<file path="config.mk">
export PLATFORM = sky130hd
export DESIGN_NAME = stream_fetch
export DESIGN_NICKNAME = d
export VERILOG_FILES = /design/src/rtl/stream_fetch_pkg.sv /design/src/rtl/sync_fifo.sv /design/src/rtl/stream_fetch.sv
export SDC_FILE = /design/constraint.sdc
export NUM_CORES = 1
export LEC_CHECK = 0
export ABC_AREA = 1
export CAP_MARGIN = 40
export CORE_ASPECT_RATIO = 0.75
export CORE_MARGIN = 5
export CORE_UTILIZATION = 40
export DETAILED_ROUTE_END_ITERATION = 6
export GPL_TIMING_DRIVEN = 0
export PLACE_DENSITY_LB_ADDON = 0.08
export REMOVE_ABC_BUFFERS = 1
export SLEW_MARGIN = 10
export SYNTH_ARGS = -nofsm -noshare
export SYNTH_HDL_FRONTEND = slang
export SYNTH_SLANG_ARGS = --single-unit
export TNS_END_PERCENT = 10
</file>
<file path="constraint.sdc">
create_clock -name clk -period 2.5 [get_ports clk]
set_input_delay 0.5 -clock clk [delete_from_list [all_inputs] [get_ports clk]]
set_output_delay 0.5 -clock clk [all_outputs]
set_load 0.01 [all_outputs]
</file>
<file path="src/rtl/stream_fetch_pkg.sv">
// Shared types and default sizing for the stream_fetch read sequencer.
package stream_fetch_pkg;

   typedef enum logic [1:0] {
      IDLE  = 2'd0,
      ISSUE = 2'd1,
      WAIT  = 2'd2,
      DRAIN = 2'd3
   } state_e;

   localparam int DEF_ADDR_W  = 13;
   localparam int DEF_DATA_W  = 64;
   localparam int DEF_TIMEOUT = 31;

endpackage

</file>
<file path="src/rtl/sync_fifo.sv">
// First-word fall-through FIFO; pointers carry one extra wrap bit to tell full from empty.
module sync_fifo #(
   parameter int WIDTH = 64,
   parameter int DEPTH = 4
) (
   input  logic                     clk,
   input  logic                     rst,
   input  logic                     push,
   input  logic [WIDTH-1:0]         push_data,
   input  logic                     pop,
   output logic [WIDTH-1:0]         rd_data,
   output logic                     empty,
   output logic                     full,
   output logic [$clog2(DEPTH):0]   count
);

   localparam int AW = $clog2(DEPTH);

   logic [AW:0]      wr_ptr_q, wr_ptr_d;
   logic [AW:0]      rd_ptr_q, rd_ptr_d;
   logic [WIDTH-1:0] mem_q [DEPTH];
   logic [WIDTH-1:0] mem_d [DEPTH];

   assign empty   = (wr_ptr_q == rd_ptr_q);
   assign full    = (wr_ptr_q[AW] != rd_ptr_q[AW]) && (wr_ptr_q[AW-1:0] == rd_ptr_q[AW-1:0]);
   assign count   = wr_ptr_q - rd_ptr_q;
   assign rd_data = mem_q[rd_ptr_q[AW-1:0]];

   always_comb begin
      wr_ptr_d = wr_ptr_q;
      rd_ptr_d = rd_ptr_q;
      mem_d    = mem_q;
      if (push && !full) begin
         mem_d[wr_ptr_q[AW-1:0]] = push_data;
         wr_ptr_d = wr_ptr_q + (AW+1)'(1);
      end
      if (pop && !empty) begin
         rd_ptr_d = rd_ptr_q + (AW+1)'(1);
      end
   end

   // Storage is cleared on reset so the head word reads 0 when empty.
   always_ff @(posedge clk or negedge rst) begin
      if (!rst) begin
         wr_ptr_q <= '0;
         rd_ptr_q <= '0;
         for (int i = 0; i < DEPTH; i++) mem_q[i] <= '0;
      end else begin
         wr_ptr_q <= wr_ptr_d;
         rd_ptr_q <= rd_ptr_d;
         mem_q    <= mem_d;
      end
   end

endmodule

</file>
<file path="src/rtl/stream_fetch.sv">
// Walks a contiguous word range, one outstanding controller request at a time,
// and streams the returned words out through a small FIFO.
module stream_fetch
   import stream_fetch_pkg::*;
#(
   parameter int ADDR_W     = DEF_ADDR_W,
   parameter int DATA_W     = DEF_DATA_W,
   parameter int FIFO_DEPTH = 4,
   parameter int TIMEOUT    = DEF_TIMEOUT
) (
   input  logic              clk,
   input  logic              rst,
   input  logic              start,
   input  logic [ADDR_W-1:0] base_addr,
   input  logic [ADDR_W-1:0] word_count,
   output logic              mem_go,
   output logic [ADDR_W-1:0] mem_addr,
   input  logic              mem_valid,
   input  logic [DATA_W-1:0] mem_data,
   output logic [DATA_W-1:0] out_data,
   output logic              out_valid,
   input  logic              out_ready,
   output logic              busy,
   output logic              done,
   output logic              err
);

   localparam int TW = $clog2(TIMEOUT + 1);

   state_e                     state_q, state_d;
   logic [ADDR_W-1:0]          addr_q, addr_d;
   logic [ADDR_W-1:0]          remaining_q, remaining_d;
   logic [TW-1:0]              tmo_q, tmo_d;
   logic                       err_q, err_d;
   logic                       done_q, done_d;
   logic                       mem_go_q, mem_go_d;
   logic                       busy_q, busy_d;
   logic                       fifo_push, fifo_empty, fifo_full;
   logic [$clog2(FIFO_DEPTH):0] fifo_count;

   always_comb begin
      state_d     = state_q;
      addr_d      = addr_q;
      remaining_d = remaining_q;
      tmo_d       = tmo_q;
      err_d       = err_q;
      done_d      = 1'b0;
      mem_go_d    = 1'b0;
      fifo_push   = 1'b0;
      case (state_q)
         IDLE: begin
            if (start) begin
               if (word_count != '0) begin
                  addr_d      = base_addr;
                  remaining_d = word_count;
                  err_d       = 1'b0;
                  tmo_d       = '0;
                  state_d     = ISSUE;
               end else begin
                  done_d = 1'b1;
               end
            end
         end
         ISSUE: begin
            // Only request when the returned word is guaranteed a FIFO slot.
            if (!fifo_full) begin
               mem_go_d = 1'b1;
               tmo_d    = '0;
               state_d  = WAIT;
            end
         end
         WAIT: begin
            if (mem_valid) begin
               fifo_push   = 1'b1;
               addr_d      = addr_q + ADDR_W'(1);
               remaining_d = remaining_q - ADDR_W'(1);
               state_d     = (remaining_q == ADDR_W'(1)) ? DRAIN : ISSUE;
            end else if (tmo_q == TW'(TIMEOUT - 1)) begin
               err_d   = 1'b1;
               state_d = DRAIN;
            end else begin
               tmo_d = tmo_q + TW'(1);
            end
         end
         DRAIN: begin
            if (fifo_count == '0) begin
               done_d  = 1'b1;
               state_d = IDLE;
            end
         end
         default: state_d = IDLE;
      endcase
      busy_d = (state_d != IDLE);
   end

   always_ff @(posedge clk or negedge rst) begin
      if (!rst) begin
         state_q     <= IDLE;
         addr_q      <= '0;
         remaining_q <= '0;
         tmo_q       <= '0;
         err_q       <= 1'b0;
         done_q      <= 1'b0;
         mem_go_q    <= 1'b0;
         busy_q      <= 1'b0;
      end else begin
         state_q     <= state_d;
         addr_q      <= addr_d;
         remaining_q <= remaining_d;
         tmo_q       <= tmo_d;
         err_q       <= err_d;
         done_q      <= done_d;
         mem_go_q    <= mem_go_d;
         busy_q      <= busy_d;
      end
   end

   sync_fifo #(
      .WIDTH (DATA_W),
      .DEPTH (FIFO_DEPTH)
   ) u_fifo (
      .clk       (clk),
      .rst       (rst),
      .push      (fifo_push),
      .push_data (mem_data),
      .pop       (out_ready),
      .rd_data   (out_data),
      .empty     (fifo_empty),
      .full      (fifo_full),
      .count     (fifo_count)
   );

   assign out_valid = !fifo_empty;
   assign mem_go    = mem_go_q;
   assign mem_addr  = addr_q;
   assign busy      = busy_q;
   assign done      = done_q;
   assign err       = err_q;

endmodule

</file>
; Word level (Yosys, flattened, before mapping)
; Cells that the tools add are included.
[classes]
n_addsub = 6
mul = 0
div_mod_pow = 0
n_lt_le_gt_ge = 3
n_eq_ne = 15
n_shift = 0
mux = 41
bitwise = 2
reduce_logical = 15
[ops]
columns = op, n
row1 = $bwmux W256, 1
row2 = $mux W64, 3
row3 = $bmux W64 S2, 1
row4 = $demux W64 S2, 1
row5 = $mux W13, 6
row6 = $pmux W13 S2, 2
row7 = $mux W5, 5
row8 = $pmux W5 S3, 1
row9 = $mux W2, 7
row10 = $ne A2 B2 Y1 const B, 7
row11 = $add A13 B1 Y13 const B, 1
row12 = $eq A13 B1 Y1 const B, 1
row13 = $reduce_bool A13 Y1, 1
row14 = $sub A13 B1 Y13 const B, 1
row15 = $mux W1, 11
row16 = $pmux W2 S4, 1
row17 = $add A3 B1 Y3 const B, 2
row18 = $ge A3 B3 Y1 const B, 2
row19 = $not A2 Y3, 2
row20 = $reduce_and A6 Y1, 1
row21 = $add A5 B1 Y5 const B, 1
row22 = $eq A5 B5 Y1 const B, 1
row23 = $reduce_and A5 Y1, 1
row24 = $eq A2 B2 Y1 const B, 2
row25 = 14 further kinds, 20
[totals]
ff_bits = 299
latch_bits = 0
ramBits = 0
mem_bits_ro = 0
in_bits = 95
out_inout_bits = 82
word_cells = 96
memories = 0

; Logic depth before layout (Yosys ltp)
[logic_depth]
depth_word = 6
ltp_mapped = 14

; Hierarchy
; A second synthesis with hierarchy kept.
[unflattened]
hier_cells = 1968
hier_area_um2 = 15429.8
[by_module_without_submodules]
columns = mod, n_inst, cells_per_inst, area_each_um2, seq_area_each_um2
row1 = sync_fifo, 1, 1554, 12739.7, 6556.3
row2 = stream_fetch, 1, 414, 2690.1, 925.9

; Worst setup path after synthesis
; No wires, ideal clock.
[synth_path]
path_kind = register to register
startpoint = register u_fifo.rd_ptr_q[1]
endpoint = register u_fifo.mem_q[53] (netlist bit)
setup_ns = 0.122
arrival_time_ns = 2.025
required_ns = 2.378
slack_ns = 0.353
path_stages_with_launch = 15
path_buffers = 4
period_less_slack_ns = 2.147
path_cell_list = dfrtp_1 inv_1 clkbuf_1 clkbuf_1 ha_1 nand2_1 inv_1 nand2_2 nand2_4 nor2_4 inv_2 buf_6 buf_2 nand2_1 o21ai_2
[synth_via]
elab_chain_cells = 4
[synth_lines]
columns = item, line
row1 = from (decl), sync_fifo.sv:20  ; logic [AW:0] rd_ptr_q, rd_ptr_d;
row2 = from (signal assigned), sync_fifo.sv:50  ; rd_ptr_q <= rd_ptr_d;
row3 = $eq A2 B2 Y1, sync_fifo.sv:25  ; assign full = (wr_ptr_q[AW] != rd_ptr_q[AW]) && (wr_ptr_q[AW-1:0] == rd_ptr_q[AW-1:0]);
row4 = $logic_and A1 B1 Y1, sync_fifo.sv:25
row5 = $logic_not A1 Y1, sync_fifo.sv:33  ; if (push && !full) begin
row6 = $logic_and A1 B1 Y1, sync_fifo.sv:33
row7 = to (signal assigned), sync_fifo.sv:51  ; mem_q <= mem_d;
row8 = to (decl), sync_fifo.sv:21  ; logic [WIDTH-1:0] mem_q [DEPTH];
; No other way between the ends.
; A chain may end at the register's enable or synchronous reset.

; Worst setup path in the final report
[layout_path]
startpoint = register u_fifo.rd_ptr_q[0]
endpoint = output out_data[26]
[layout_via]
elab_chain_cells = 4
[layout_lines]
columns = item, line
row1 = $not A2 Y3 (not written as such), sync_fifo.sv:27  ; assign rd_data = mem_q[rd_ptr_q[AW-1:0]];
row2 = $bmux W64 S2, sync_fifo.sv:27
row3 = $mux W64 (not written as such) (2 in series), sync_fifo.sv:27
row4 = to (decl), stream_fetch.sv:20  ; output logic [DATA_W-1:0] out_data,
; No other way between the ends. The select of a mux whose other input is x is not followed.

==> key figures <==
Run status
  • Outcome: finished, violations left
  • Failing checks: negative setup slack

Layout
  • Share of layout cells above drive strength 1: 0.236
  • Final net count: 1997
  • Finished Cell Area: 19000 sq um
  • P&R area growth vs syn: 26.2%
  • Multi-input combinational cell area: 6510 sq um
  • Fill cells: 3567
  • Sequential Area: 7490 sq um

Global routing
  • Grt total ovfl: 0
  • All-layer global routing usage: 0.209
  • Global-route wire length before repair: 68.1 mm
  • Largest net degree at the start of global routing: 97
  • Number of global-route vias before repair: 11950
  • Initial antenna violation count: 2

Power and ir drop
  • Leak: 8.94 nW
  • Total power: 0.0270 W
  • Max VDD drop: 0.000640 V
  • P per Cell Area: 1420 nW/um^2

STA
  • RSZ-0062 raised after global routing: true
  • Tcrit/Tclk final: 1.03
  • Worst slew pin tran: 0.692 ns
  • Pins Over Slew Limit: 0
  • Setup violations, final: 14
  • Fin crit period: 2.57 ns
  • Slew margin rel.: 0.539
  • Final hold vios: 0
  • Final setup margin: -0.0651 ns
  • Max Clk Rate: 390 MHz
  • Clock Skew: 0.0304 ns

Place
  • Final GP Congestion: 0.796
  • IO Port Bufs: 176
  • Final HPWL DP: 22.7 mm
  • DP Area: 17000 sq um

Logic synthesis
  • Yosys cell types: 30
  • Number of synthesized flops with an enable pin: 0
  • Gate Count Post-Synth: 1714
  • Synth Register Bits: 299
  • Syn. warnings: 0
  • Main synth FF type: dfrtp_1
  • Post-synthesis sequential area ratio: 0.498
  • Post-synth ARST share: 1.00
  • Cell Area, Synth: 15000 sq um
  • Yosys top cell by area: dfrtp_1
  • Syn_area_per_cell: 8.77 sq um
  • Top post-synthesis cells by area: dfrtp_1, o21ai_2, nand2_1, o21ai_0, nor2_1
  • Yosys top cell area share: 0.498

Floorplan
  • IO Count: 177
  • Die Span Y: 178 um
  • Row count: 61
  • Die Wd: 234 um
  • Core area: 37100 sq um
  • Starting Density: 0.405
  • Die area: 41600 sq um

Critical path
  • Worst R2R Path Depth: 12
  • R2R setup slack: 0.03 ns
  • Reg-to-Reg End: u_fifo.mem_q[112]
  • CP arrival: 2.07 ns
  • CP endpoint kind: primary output
  • Worst Setup Start Kind: flip-flop
  • R2r startpoint: u_fifo.rd_ptr_q[1]
  • CP startpoint: u_fifo.rd_ptr_q[0]
  • Worst Path Max Fanout: 5
  • Worst Setup EP: out_data[26]
  • Critical Path RT: 2.00 ns
  • WS Path Type: flip-flop to primary output

Detailed routing
  • DR vias: 12174
  • DRC: 0
  • Routed len/inst: 18.1 um
  • Total Wirelength: 43.7 mm
  • DR iter-0 viols: 908
  • TritonRoute pass-1 iters: 5
  • Detail Route Antenna Nets: 0
  • Vias/cell: 5.04

Clock tree
  • Worst skew pair latency: 0.54 ns
  • Root Buffer: clkbuf_16
  • H-tree levels: 2
  • Clock buffer depth: 3
  • CTS buffer count: 34
  • CTS clock-pin slew for the worst setup and hold paths: 0.06 ns
  • Clock sink count: 299
  • CTS tree: done

Flow run
  • Max-cap violations: 0

Min path
  • Worst hold path class: flip-flop to flip-flop
-- worst min-delay path by stage --
stage	from	to	cells after the start
finish	u_fifo.mem_q[137]	u_fifo.mem_q[137]	2
global route	u_fifo.mem_q[189]	u_fifo.mem_q[189]	2
CTS	u_fifo.mem_q[69]	u_fifo.mem_q[69]	2
detailed placement	u_fifo.mem_q[69]	u_fifo.mem_q[69]	2
floorplan	rst	busy	0
global placement	u_fifo.mem_q[103]	u_fifo.mem_q[103]	2
-- cell usage after synthesis (6+ instances only) --
cell / number
buf_2: 14
clkbuf_1: 40
o22ai_1: 64
or2_2: 6
o21ai_0: 165
nand2_2: 7
buf_6: 54
nand3_1: 39
xor2_1: 7
ha_1: 18
o21ai_2: 202
inv_2: 7
nand2_1: 426
inv_1: 111
o21ai_1: 54
dfrtp_1: 299
nand4_1: 9
nor2_1: 171
-- sequential cells by signal, summed over array words and instances (netlist names) --
register	count
u_fifo.mem_q	256
mem_addr	13
remaining_q	13
tmo_q	5
u_fifo.rd_ptr_q	3
u_fifo.wr_ptr_q	3
state_q	2
busy	1
done	1
err	1
mem_go	1
-- through the flow --
step	worst slack, ns	std cells	util	TNS [ns]	hold WS [ns]
2_1_floorplan	-2.53	1605	-	-695.04	0.204
3_3_place_gp	-12.90	2285	0.447	-6100.84	0.458
3_5_place_dp	-0.933	2297	0.458	-233.86	0.462
4_1_cts	-0.271	2405	0.508	-4.73	0.477
5_1_grt	-0.164	2414	0.512	-10.12	0.490
6_report	-0.0651	2415	0.512	-0.328	0.475
-- area by class of cell --
cell class | instances | area share
Clock buffer | 46 | 0.0509
Multi-Input combinational cell | 1187 | 0.343
Antenna cell | 2 | 0.000264
Clock inverter | 16 | 0.00936
Tap cell | 504 | 0.0332
Sequential cell | 299 | 0.395
Timing Repair Buffer | 237 | 0.137
Timing Repair inverter | 5 | 0.00442
Inverter | 119 | 0.0277
-- report_power, final --
part / leakage (nW) / internal, W / switching (W)
sequential: 3.79 / 0.00708 / 0.00138
clock: 0.573 / 0.00304 / 0.00207
combinational: 4.58 / 0.00570 / 0.00769
-- cell usage in the layout, fill, tap and decap left out, types with 4 or more instances in the layout --
cell type          n
clkdlybuf4s50_1  110
nand4_1            9
ha_1              16
clkbuf_1           5
nand3_1           38
buf_4             20
nor2_1           156
buf_12             7
clkbuf_2          11
o22ai_1           53
o22ai_2           11
nor3_1             4
clkbuf_16         34
a21oi_1            5
or2_2              6
clkinv_2           9
nand2_2            4
buf_16            23
inv_16             4
dfrtp_1          297
buf_6             11
xor2_1             7
inv_6              4
inv_2              5
nor2_4             4
o21ai_0          122
buf_2             40
nand2_1          426
clkbuf_8           7
inv_1            108
nor2_2            13
o21ai_1           89
o21ai_2          210
dlygate4sd2_1      4
-- metal layers --
metal  share of wire  track usage  up-vias
li1                -            -     6002
met1            0.48        0.299     5872
met2            0.46        0.332      247
met3           0.047       0.0401       51
met4           0.016       0.0438        2
met5         0.00030            0        -
-- critical path, cell delays in order, from the launching register on --
cell and delay (ns):
dfrtp_4 0.57, inv_16 0.09, buf_12 0.11, buf_12 0.12, buf_6 0.11, buf_16 0.10, nor2_1 0.04, o22ai_2 0.22
buf_2 0.17
-- logic make-up after synthesis --
| group | share of synthesized area |
|---|---|
| and+or+nand+nor | 0.176 |
| AOI/OAI and AO/OA | 0.220 |
| DFF | 0.498 |
| buffers and inverters | 0.0853 |
| adders and majority gates | 0.0163 |
| xor gates and xnor gates | 0.00408 |
-- what timing repair did --
action,CTS,global route
setup endpoints to repair,361,191
resized for setup,295,76
pin swaps,17,9
buffers inserted,30,7
hold buffers,1,0
endpoints found under the hold margin,8,0
gates cloned,15,1
No activity file was read; power rests on OpenSTA's default activity.
